**config.mk**
```make
export PLATFORM = sky130hd
export DESIGN_NAME = wptr_full_ctl
export DESIGN_NICKNAME = d
export VERILOG_FILES = /design/src/rtl/wptr_full_ctl.sv
export SDC_FILE = /design/constraint.sdc
export NUM_CORES = 1
export LEC_CHECK = 0
export CORE_MARGIN = 2
export CORE_UTILIZATION = 47
export CTS_CLUSTER_SIZE = 10
export DETAILED_ROUTE_END_ITERATION = 8
export PLACE_DENSITY_LB_ADDON = 0.08
export SLEW_MARGIN = 20
export SYNTH_ARGS = -nofsm -noshare
export SYNTH_HDL_FRONTEND = slang
export SYNTH_SLANG_ARGS = --single-unit
export TNS_END_PERCENT = 30
```
**constraint.sdc**
```tcl
create_clock -name wclk -period 3.1 [get_ports wclk]
set_clock_uncertainty 0.05 [all_clocks]
set_input_delay 0.465 -clock wclk [delete_from_list [all_inputs] [get_ports wclk]]
set_output_delay 0.465 -clock wclk [all_outputs]
set_load 0.01 [all_outputs]
```
**src/rtl/wptr_full_ctl.sv**
```systemverilog
// Async FIFO write-side controller: rptr sync, write pointers, full/level status.
// Optional level/almost-full logic is built only when WPTR_AFULL_EN is defined.
module wptr_full_ctl #(
    parameter int ADDRSIZE     = 4,
    parameter int SYNC_STAGES  = 2,
    parameter int AFULL_THRESH = 12
) (
    input  logic                wclk,
    input  logic                wrst_n,
    input  logic                winc,
    input  logic [ADDRSIZE:0]   rptr,
    input  logic                woverflow_clr,
    output logic                wen,
    output logic [ADDRSIZE-1:0] waddr,
    output logic [ADDRSIZE:0]   wptr,
    output logic                wfull,
    output logic                wafull,
    output logic [ADDRSIZE:0]   wlevel,
    output logic                woverflow
);

    localparam int PW = ADDRSIZE + 1;

    if (SYNC_STAGES < 2 || AFULL_THRESH < 1 ||
        AFULL_THRESH > (1 << ADDRSIZE)) begin : g_bad_param
        $error("wptr_full_ctl: illegal parameter value");
    end

    logic [ADDRSIZE:0] sync_q [SYNC_STAGES];
    logic [ADDRSIZE:0] sync_d [SYNC_STAGES];
    logic [ADDRSIZE:0] wq_rptr;
    logic [ADDRSIZE:0] wbin_q, wbin_d;
    logic [ADDRSIZE:0] wptr_q, wptr_d;
    logic              wfull_q, wfull_d;
    logic              wovf_q, wovf_d;

    assign wq_rptr = sync_q[SYNC_STAGES-1];

    // Gating with wrst_n keeps the memory write enable low throughout reset.
    assign wen = winc & ~wfull_q & wrst_n;

    always_comb begin
        sync_d[0] = rptr;
        for (int i = 1; i < SYNC_STAGES; i++) begin
            sync_d[i] = sync_q[i-1];
        end
    end

    always_comb begin
        wbin_d  = wbin_q + PW'(wen);
        wptr_d  = (wbin_d >> 1) ^ wbin_d;
        wfull_d = (wptr_d == {~wq_rptr[ADDRSIZE:ADDRSIZE-1],
                              wq_rptr[ADDRSIZE-2:0]});
        wovf_d  = wovf_q;
        if (winc & wfull_q) begin
            wovf_d = 1'b1;
        end else if (woverflow_clr) begin
            wovf_d = 1'b0;
        end
    end

    always_ff @(posedge wclk or negedge wrst_n) begin
        if (!wrst_n) begin
            for (int i = 0; i < SYNC_STAGES; i++) begin
                sync_q[i] <= '0;
            end
            wbin_q  <= '0;
            wptr_q  <= '0;
            wfull_q <= 1'b0;
            wovf_q  <= 1'b0;
        end else begin
            for (int i = 0; i < SYNC_STAGES; i++) begin
                sync_q[i] <= sync_d[i];
            end
            wbin_q  <= wbin_d;
            wptr_q  <= wptr_d;
            wfull_q <= wfull_d;
            wovf_q  <= wovf_d;
        end
    end

    assign waddr     = wbin_q[ADDRSIZE-1:0];
    assign wptr      = wptr_q;
    assign wfull     = wfull_q;
    assign woverflow = wovf_q;

`ifdef WPTR_AFULL_EN
    localparam logic [ADDRSIZE:0] AFULL_LVL = PW'(AFULL_THRESH);

    logic [ADDRSIZE:0] rbin_s;
    logic [ADDRSIZE:0] wlevel_q, wlevel_d;
    logic              wafull_q, wafull_d;

    always_comb begin
        for (int i = 0; i < PW; i++) begin
            rbin_s[i] = ^(wq_rptr >> i);
        end
        wlevel_d = wbin_d - rbin_s;
        wafull_d = (wlevel_d >= AFULL_LVL);
    end

    always_ff @(posedge wclk or negedge wrst_n) begin
        if (!wrst_n) begin
            wlevel_q <= '0;
            wafull_q <= 1'b0;
        end else begin
            wlevel_q <= wlevel_d;
            wafull_q <= wafull_d;
        end
    end

    assign wlevel = wlevel_q;
    assign wafull = wafull_q;
`else
    assign wlevel = '0;
    assign wafull = 1'b0;
`endif

endmodule

```
Word-level counts from Yosys, hierarchy flattened --
Cells that the tools add are included.
Word-level totals: bits in registers 22, bits of input ports 9, output and inout port bits 18
Cells by class: muxes and demuxes 2, bitwise operators 6, reduce and logical (&&, ||, !) cells 1, equal/unequal tests 1, add/sub/neg operators 1
Operators with widths (number):
- 5-bit by 1-bit adder with 5-bit output | 1
- 5-bit == test | 1
- 4-bit by 5-bit XOR with 5-bit output | 1
- 1-bit AND | 3
- 1-bit 2-to-1 mux | 2
- 2-bit inverter | 1
- 2-bit nonzero test | 1
- 1-bit inverter | 1

Depth between registers and ports, before layout --
depth after elaboration 6, depth in mapped cells 7, depth with buffers taken out 7

Least setup slack after synthesis --
Ideal clock, no wire load.
path kind register -> register, start point register wfull_q (netlist: wfull), end point register wfull_q (netlist: wfull), setup slack 0.959 ns, arrival time 2.014 ns, cell stages (with the launch flop) 8, library setup time 0.077 ns, clock period less this slack 2.141 ns, cell sequence dfrtp_1 > and3b_1 > ha_1 > ha_1 > and4b_1 > o21a_1 > or3_1 > a21oi_1
On the way: word-level cells in the longest chain between the ends 6
Ends and longest elaborated chain:
- start: declaration | line 34 | logic wfull_q, wfull_d;
- start signal: assignment | line 77 | wfull_q <= wfull_d;
- 1-bit inverter | line 40 | assign wen = winc & ~wfull_q & wrst_n;
- 1-bit AND (2 in a row) | line 40
- named net wen | line 13 | output logic wen,
- 5-bit by 1-bit adder with 5-bit output | line 50 | wbin_d = wbin_q + PW'(wen);
- 4-bit by 5-bit XOR with 5-bit output | line 51 | wptr_d = (wbin_d >> 1) ^ wbin_d;
- 5-bit == test | line 52 | wfull_d = (wptr_d == {~wq_rptr[ADDRSIZE:ADDRSIZE-1],
- named net wfull_d | line 34
The timed path passes the listed nets, and every way through them passes these cells. A chain may end at the register's enable or synchronous reset.

Worst setup path in the final report --
start point input wrst_n, end point register wfull_q (netlist: wfull)
On the way: word-level cells in the longest chain between the ends 4
Ends and longest elaborated chain:
- start: declaration | line 9 | input logic wrst_n,
- 1-bit AND | line 40
- 5-bit by 1-bit adder with 5-bit output | line 50
- 4-bit by 5-bit XOR with 5-bit output | line 51
- 5-bit == test | line 52
- named net wfull_d | line 34
The timed path passes the listed nets, and every way through them passes these cells.

==> flow_metrics.py <==
metrics = {
    "floorplan": {
        "start_util": 0.4974,
        "die_area_um2": 2164,
        "core_area_um2": 1708,
        "die_w_um": 46.52,
        "rows": 15,
        "ios": 27,
        "die_h_um": 46.52,
    },
    "placed_design": {
        "post-place-ws_ps": 327.2,
        "finalWeightedCongestion": 0.6889,
        "place_hpwl_um": 921.7,
        "placed_cell_area_um2": 1062,
        "port_buffers": 20,
    },
    "critical_path": {
        "cp-start-kind": "primary input",
        "cp_num_buf_inv": 1,
        "slowest_delay_ps": 500,
        "cp_top_family": "simple AND/OR/NAND/NOR gates",
        "cp.arrival_ps": 2600,
        "path_class": "in2reg",
        "critPathSlowestCell": "clkdlybuf4s50_1",
        "end_kind": "register",
        "required_ps": 3270,
        "crit_fanout": 6,
        "path_common_cell": "ha_1",
        "cp_cell_sequence": "clkdlybuf4s50_1 > and3b_1 > ha_1 > ha_1 > and4b_1 > o21a_1 > or3_1 > a21oi_1",
    },
    "cts": {
        "cts_sinks": 21,
        "cts_tree": "done",
        "cts_inserted_buffers": 3,
        "postCtsSetupBuffers": 0,
        "cts_resized": 0,
        "htreeDepth": 1,
        "cts-root-buf": "clkbuf_4",
        "hold_buffers": 0,
        "clkSlewWorstSetupHoldPaths_ps": 100,
        "clk_latency_ps": 290,
        "cts.path.max_buffers": 2,
    },
    "timing": {
        "fmax_mhz": 411.4,
        "fin_setup_tns_ps": 0,
        "hold_slack_ps": 308.1,
        "hold_violations": 0,
        "timing.final.ws_setup_ps": 669.2,
        "finalSetupViolations": 0,
        "fin_crit_sh": 0.7841,
        "rsz0062_at_grt": "no",
        "min_period_ps": 2431,
        "final-max-slew-violation-count": 0,
    },
    "power": {
        "switchingPower_w": 0.0003196,
        "combPwrFrac": 0.454,
        "powerDensity_nw_per_um2": 902.3,
        "clkPwrFrac": 0.126,
        "pwr-share-seq": 0.420,
        "p_leak_nw": 0.4982,
        "power.internal_w": 0.0006626,
        "peakVddDrop_v": 0.0005371,
        "switching_share": 0.3254,
    },
    "cells_and_area": {
        "syn2layout_area_growth_pct": 28.13,
        "final_cell_area_um2": 1089,
        "num_antenna_cells": 0,
        "final_layout_size_suffix_gt1_frac": 0.05952,
        "final_nets": 96,
        "layout_commonest_cell": "dfrtp_1",
        "mostFrequentLayoutCells": "dfrtp_1 (21), clkdlybuf4s50_1 (20), xor2_1 (8), conb_1 (6), xnor2_1 (4)",
    },
    "drt": {
        "drt-initial-drc-count": 1,
        "via_count": 488,
        "wl_mm": 1.161,
        "drcViolationCount": 0,
        "first_pass_iters": 3,
        "antenna_left": 0,
        "routed_via_density": 4.477,
        "wire_per_inst_um": 10.65,
    },
    "logic_synthesis": {
        "syn_area_um2": 849.6,
        "seq_area_frac_synth": 0.6186,
        "yosys_warnings": 0,
        "syn_inst": 60,
        "syn_avg_cell_area_um2": 14.16,
        "synth-seq-cells": 21,
        "ys_types": 21,
    },
    "min_path": {
        "hp-class": "reg2reg",
    },
    "grt": {
        "track_usage": 0.1287,
        "grt_pass1_vias": 427,
        "grt_max_degree": 22,
        "antenna_found_initial": 0,
        "overflow": 0,
        "grt_pass1_wl_mm": 1.883,
    },
    "run": {
        "maxCapViolations": 0,
    },
    "run_status": {
        "status": "finished clean",
    },
}
## power by group through the flow
stage	clock, W	sequential [W]	combinational (W)
after floorplan	0	0.000445	0.000234
after detailed placement	0	0.000420	0.000451
after global routing	0.000139	0.000425	0.000491
final	0.000124	0.000412	0.000446
after CTS	0.000130	0.000414	0.000452
after global placement	0	0.000416	0.000443
## final timing paths
check                           from          to  slack, ps  cells past startpoint
max                           wrst_n       wfull        670                      8
min                        sync_d[3]  wq_rptr[3]        310                      0
max reg2reg                    wfull       wfull        900                      7
min reg2reg                sync_d[3]  wq_rptr[3]        310                      0
max in group asynchronous     wrst_n   sync_d[1]       2280                      2
min in group asynchronous     wrst_n   wbin_q[2]        520                      2
## through the flow
step / total power [W] / instances / utilization
floorplan: 0.0006790 / 65 / -
global placement: 0.0008585 / 105 / 0.6220
detailed placement: 0.0008712 / 105 / 0.6220
CTS: 0.0009963 / 109 / 0.6374
global route: 0.001055 / 109 / 0.6374
finish: 0.0009822 / 109 / 0.6374
## cells by family (layout without fill, tap and decap cells)
family	Yosys count	in the layout	share of synthesized area
compound gates	7	7	0.05154
xor+xnor	14	14	0.1812
fa+ha+maj	2	2	0.02945
buf+inv	7	26	0.05743
flops	21	21	0.6186
other cells	1	6	0.004414
simple gates	8	8	0.05744
## cells in the mapped netlist
cell type / instances / share of area
nand3_1: 2 / 0.012
o21a_1: 1 / 0.0088
buf_4: 6 / 0.053
or3_1: 1 / 0.0074
nand4_1: 1 / 0.0074
inv_1: 1 / 0.0044
dfrtp_1: 21 / 0.62
a21boi_0: 2 / 0.018
and3b_1: 1 / 0.010
o21ai_0: 2 / 0.012
a21oi_1: 1 / 0.0059
and4b_1: 1 / 0.012
nor2_1: 1 / 0.0044
nand2_1: 1 / 0.0044
xor2_1: 8 / 0.082
ha_1: 2 / 0.029
xnor3_1: 1 / 0.027
conb_1: 1 / 0.0044
xnor3_4: 1 / 0.031
xnor2_1: 4 / 0.041
a31oi_1: 1 / 0.0074
## per-layer routing
| layer | track usage | wire, µm | vias to the layer above |
|---|---|---|---|
| met5 | 0 | 0 | - |
| met4 | 0.06857 | 19 | 0 |
| met3 | 0.03137 | 91 | 4 |
| met2 | 0.2000 | 560 | 22 |
| met1 | 0.1646 | 489 | 228 |
| li1 | - | - | 234 |
## flip-flops by register name (all words and copies together), names as in the netlist
register and flops:
woverflow 1, wbin_q 5, wptr 4, wfull 1, sync_d 5, wq_rptr 5
## final cells by class
type,count,area [µm²]
flip-flops and latches,21,525.5
repair buffers,21,207.7
well taps,25,31.28
fillers,126,619.3
inverters,1,3.754
multi-input cells,37,294.0
clock buffers,4,26.28
Note: power is estimated with default switching activity, not from simulation.
